File: config.mk
export PLATFORM = sky130hd
export DESIGN_NAME = joy_responder
export DESIGN_NICKNAME = d
export VERILOG_FILES = /design/src/rtl/joy_responder.sv
export SDC_FILE = /design/constraint.sdc
export NUM_CORES = 1
export LEC_CHECK = 0
export ABC_CLOCK_PERIOD_IN_PS = 1400
export CELL_PAD_IN_SITES_DETAIL_PLACEMENT = 1
export CELL_PAD_IN_SITES_GLOBAL_PLACEMENT = 1
export CORE_ASPECT_RATIO = 1.2
export CORE_MARGIN = 3
export CORE_UTILIZATION = 39
export CTS_CLUSTER_DIAMETER = 50
export DETAILED_ROUTE_END_ITERATION = 10
export PLACE_DENSITY_LB_ADDON = 0.3
export SYNTH_ARGS = -nofsm -noshare
export SYNTH_HDL_FRONTEND = slang
export SYNTH_SLANG_ARGS = --single-unit
export TNS_END_PERCENT = 100
File: constraint.sdc
create_clock -name CLK -period 1.4 [get_ports CLK]
set_input_delay 0.28 -clock CLK [delete_from_list [all_inputs] [get_ports CLK]]
set_output_delay 0.28 -clock CLK [all_outputs]
set_load 0.01 [all_outputs]
File: src/rtl/joy_responder.sv
// joy_responder: SPI slave that stands in for the joystick peripheral, returning a 40-bit position/button packet.
// Define JOY_RESPONDER_LED_EN to decode the master's command byte into LED; otherwise LED is tied to 2'b00.
module joy_responder (
    input  logic       CLK,
    input  logic       RST_N,
    input  logic       SS,
    input  logic       SCLK,
    input  logic       MOSI,
    output logic       MISO,
    input  logic [9:0] X,
    input  logic [9:0] Y,
    input  logic [2:0] BTN,
    output logic [1:0] LED,
    output logic       FRAME_DONE,
    output logic       FRAME_ERR
);
    localparam logic [1:0] IDLE = 2'd0, SHIFT = 2'd1, DONE = 2'd2;
    logic [2:0]  ss_q, ss_d, sclk_q, sclk_d;
    logic [1:0]  state_q, state_d;
    logic [39:0] tx_q, tx_d, pkt;
    logic [5:0]  cnt_q, cnt_d;
    logic        done_q, done_d, err_q, err_d, pend_q, pend_d;
    logic        ss_fall, ss_rise, sclk_rise, sclk_fall;
    always_comb begin
        ss_d      = {ss_q[1:0], SS};
        sclk_d    = {sclk_q[1:0], SCLK};
        ss_fall   = ss_q[2] & ~ss_q[1];
        ss_rise   = ~ss_q[2] & ss_q[1];
        sclk_rise = ~sclk_q[2] & sclk_q[1];
        sclk_fall = sclk_q[2] & ~sclk_q[1];
        pkt       = {X[7:0], 6'b0, X[9:8], Y[7:0], 6'b0, Y[9:8], 5'b0, BTN};
        state_d   = state_q;
        tx_d      = tx_q;
        cnt_d     = cnt_q;
        done_d    = 1'b0;
        err_d     = 1'b0;
        pend_d    = 1'b0;
        case (state_q)
            IDLE: if (ss_fall || pend_q) begin
                state_d = SHIFT;
                tx_d    = pkt;
                cnt_d   = 6'd0;
            end
            SHIFT: if (ss_rise) state_d = DONE;
            else begin
                tx_d  = sclk_fall ? {tx_q[38:0], 1'b0} : tx_q;
                cnt_d = (sclk_rise && cnt_q != 6'd40) ? cnt_q + 6'd1 : cnt_q;
            end
            DONE: begin
                state_d = IDLE;
                pend_d  = ss_fall;
                done_d  = cnt_q == 6'd40;
                err_d   = cnt_q != 6'd40;
            end
            default: state_d = IDLE;
        endcase
    end
    always_ff @(posedge CLK or negedge RST_N) begin
        if (!RST_N) begin
            ss_q    <= 3'b0;
            sclk_q  <= 3'b0;
            state_q <= IDLE;
            tx_q    <= 40'b0;
            cnt_q   <= 6'd0;
            done_q  <= 1'b0;
            err_q   <= 1'b0;
            pend_q  <= 1'b0;
        end else begin
            ss_q    <= ss_d;
            sclk_q  <= sclk_d;
            state_q <= state_d;
            tx_q    <= tx_d;
            cnt_q   <= cnt_d;
            done_q  <= done_d;
            err_q   <= err_d;
            pend_q  <= pend_d;
        end
    end
    // the tx MSB is MISO while shifting; load and shift timing give the 3-cycle pin-to-MISO latency
    assign MISO       = (state_q == SHIFT) & tx_q[39];
    assign FRAME_DONE = done_q;
    assign FRAME_ERR  = err_q;
`ifdef JOY_RESPONDER_LED_EN
    logic [1:0] mosi_q, mosi_d, led_q, led_d;
    logic [7:0] rx_q, rx_d;
    always_comb begin
        mosi_d = {mosi_q[0], MOSI};
        rx_d   = (state_q == SHIFT && !ss_rise && sclk_rise && cnt_q < 6'd8) ? {rx_q[6:0], mosi_q[1]} : rx_q;
        led_d  = (state_q == DONE && cnt_q == 6'd40 && rx_q[7]) ? rx_q[1:0] : led_q;
    end
    always_ff @(posedge CLK or negedge RST_N) begin
        if (!RST_N) begin
            mosi_q <= 2'b0;
            rx_q   <= 8'b0;
            led_q  <= 2'b0;
        end else begin
            mosi_q <= mosi_d;
            rx_q   <= rx_d;
            led_q  <= led_d;
        end
    end
    assign LED = led_q;
`else
    logic unused_mosi;
    assign unused_mosi = MOSI;
    assign LED = 2'b00;
`endif
endmodule

==> reports/qor.txt <==
Outcome: finished, violations left
Failing checks: setup timing
Clock transition at path regs: 0.07 ns
Layout Area Growth over Synthesis: 42.1%
Area occupied by multi-input gates: 1130 sq um
Final #Nets: 299
Die Footprint: 7380 sq um
1st-iter DRT viols: 101
Seq cells post-synth: 57
Final TNS setup: -1.73 ns
First-pass GRT wire length: 9.40 mm
Pwr dens: 1580 nW/um^2
RSZ-0062 raised after global routing: yes
Worst Setup End Kind: output port
Syn_area_per_cell: 11.8 sq um
GRT Total Usage: 16.7%
TritonCTS clock tree: yes
Antenna violations before repair: 0
Total power: 5.57 mW
Buf+Inv Stages, Crit Path: 2
Clock Latency Late Sink: 0.33 ns
Synth top cells by count: dfrtp_1 (57), nand3_1 (27), o21ai_1 (27)
Synth Cell Area: 2490 sq um
Initial Util: 40.6%
Vias per cell: 5.22
Mux cell area share after synthesis: 9.26%
Detail Route Antenna Nets: 0
CTS Sinks: 57
H-tree levels: 3
Vias in the first global route: 1965
Kind of critical path: flop to output port
Ys flop type: dfrtp_1
Share of cells above drive strength 1: 33.2%
Die Y: 93.5 microns
Dominant cells by area after synthesis: dfrtp_1 (57%), mux2i_1 (9.3%), a22o_1 (6.0%)
Max Clock Freq: 650 MHz
Delay-heaviest family, CP: flip-flops
Switch share: 32.4%
Reg2reg start: state_q[1]$_DFFE_PN0P_
Storage element area: 1430 sq um
Ant. Diodes: 0
Distinct cells, synth: 34
Post-synth top area share: 57.3%
Tmin final: 1.54 ns
Syn. warnings: 0
Core Region: 6130 sq um
Critical Path Start Type: flop
Final hold slack: 0.354 ns
Fin. max-slew vios: 0
Ys async rst share: 100%
Simple-Gate Fraction of Synth Area: 14.1%
LEAKAGE: 1.63 nW
Slowest CP cell: dfrtp_1
Final global-route overflow total: 0
Ratio of final minimum period to clock period: 110%
Sequence of cells on the critical path: nor2b_4, buf_4, and2_4, buf_6
Hold crit path type: flop to flop
Clk network pwr share: 24.6%
Layout Cells excl Fill: 356
CP Launch Point: state_q[0]$_DFFE_PN0P_
Share of the core filled with cells: 57.7%
DP HPWL: 3.69 mm
DR DRC count: 0
Setup Skew: 0.00851 ns
Most common cell in the netlist: dfrtp_1
Vias post-DR: 1860
WL/cell: 18.1 microns
Compound-Gate Fraction of Synth Area: 13.5%
Largest net degree at the start of global routing: 58
Cell Rows: 31
RePlAce Congestion: 0.796
CTS root buffer: clkbuf_8
Dpl cells: 328
# IOs: 33
Post-synth EDFFs: 0
Largest family of logic cells by synthesized area: simple AND/OR/NAND/NOR gates
Synth Area in XOR/XNOR: 0.352%
Synth area leader: dfrtp_1
Final WL: 6.44 mm
CP max stage delay: 0.39 ns
Final WS setup: -0.138 ns
Fillers: 651
Post-synthesis adder-cell area fraction: 1.01%
Total CTS buffers: 9
IO Port Bufs: 29
Internal power: 3.76 mW
Sequential area share after synthesis: 57.3%
VDD IR-drop max: 0.963 mV
CP max FO: 2
Mapped Cells: 211
Clock tree buffer depth: 2
# Max-Cap Violations: 0
NetSw: 1.81 mW
Sequential Power Share: 42.0%
Initial DRT Pass Iterations: 4
Worst EP required: 1.12 ns
Final setup vio count: 26
Width of the die: 78.9 microns
Worst EP arrival: 1.26 ns
Worst Hold Launch: ss_q[0]$_DFF_PN0_
Gate power share: 33.4%
Final hold vios: 0
power by group through the flow:
stage | combinational [mW] | sequential, mW | clock [mW]
3_5_place_dp | 1.38 | 2.33 | 0
2_1_floorplan | 0.918 | 2.27 | 0
5_1_grt | 2.06 | 2.38 | 1.49
3_3_place_gp | 1.32 | 2.30 | 0
6_report | 1.86 | 2.34 | 1.37
4_1_cts | 1.46 | 2.30 | 1.41
cell usage in the layout, fill, tap and decap left out, types with 2 or more instances in the layout:
| cell type | count |
|---|---|
| o21ai_1 | 6 |
| clkdlybuf4s50_1 | 25 |
| mux2i_2 | 3 |
| nand2_1 | 3 |
| mux2i_1 | 20 |
| nand3_1 | 22 |
| buf_6 | 6 |
| buf_12 | 6 |
| dlygate4sd2_1 | 2 |
| o21ai_2 | 20 |
| buf_4 | 17 |
| nor2_1 | 4 |
| a22o_1 | 17 |
| nor2b_4 | 2 |
| a21oi_2 | 2 |
| nand2b_1 | 2 |
| clkbuf_1 | 3 |
| nor2b_1 | 5 |
| conb_1 | 2 |
| o211ai_1 | 2 |
| nand3_2 | 5 |
| inv_1 | 3 |
| and2_4 | 2 |
| clkbuf_16 | 3 |
| clkbuf_8 | 11 |
| dfrtp_1 | 57 |
registers in the layout, indices dropped and copies added (netlist names):
name and cells:
cnt_q 6, FRAME_ERR 1, state_q 2, FRAME_DONE 1, tx_q 40, ss_q 3
sclk_q 3, pend_q 1
metal layers:
layer | wire, microns | track usage (%) | vias to the layer above
met5 | 0 | 0 | -
met4 | 110 | 7.74 | 0
met3 | 158 | 4.53 | 9
met2 | 3460 | 27.3 | 25
met1 | 2710 | 20.5 | 955
li1 | - | - | 871
worst paths after layout:
kind / depth (start not counted) / slack [ns] / endpoint
max: 4 / -0.14 / MISO
min: 0 / 0.35 / ss_q[1]$_DFF_PN0_
max reg2reg: 5 / -0.11 / cnt_q[5]$_DFFE_PN0P_
min reg2reg: 0 / 0.35 / ss_q[1]$_DFF_PN0_
max in group asynchronous: 3 / 0.66 / cnt_q[4]$_DFFE_PN0P_
min in group asynchronous: 3 / 0.49 / tx_q[10]$_DFFE_PN0P_
cell type report:
| type | instances | share of cell area, % |
|---|---|---|
| Sequential cell | 57 | 40.4 |
| Multi-Input combinational cell | 136 | 32.0 |
| Timing Repair Buffer | 62 | 19.5 |
| Clock buffer | 14 | 4.60 |
| Tap cell | 82 | 2.90 |
| Clock inverter | 2 | 0.354 |
| Inverter | 3 | 0.319 |
per-stage QoR:
stage                     instance area (sq um)  worst slack, ns
after floorplan                            2500         -0.00181
after global placement                     3010           -0.119
after detailed placement                   3010           -0.140
after CTS                                  3230           -0.107
after global routing                       3530           -0.195
final                                      3530           -0.138
cells by family (layout without fill, tap and decap cells):
kind of cell             count (synthesis)  in the layout
XOR/XNOR                                 1              1
AND/OR/NAND/NOR                         57             57
other                                    1              2
multiplexers                            23             23
flip-flops                              57             57
buffers and inverters                   19             81
adder cells (fa/ha/maj)                  2              2
AO/OA/AOI/OAI                           51             51
timing repair:
action,in CTS,in global routing
pin swaps,1,18
gates cloned,0,4
gates resized for setup,13,46
hold endpoints to repair,57,0
setup endpoints to repair,48,48
hold buffers,1,0
setup buffers,3,4
No activity file was read; power rests on OpenSTA's default activity.
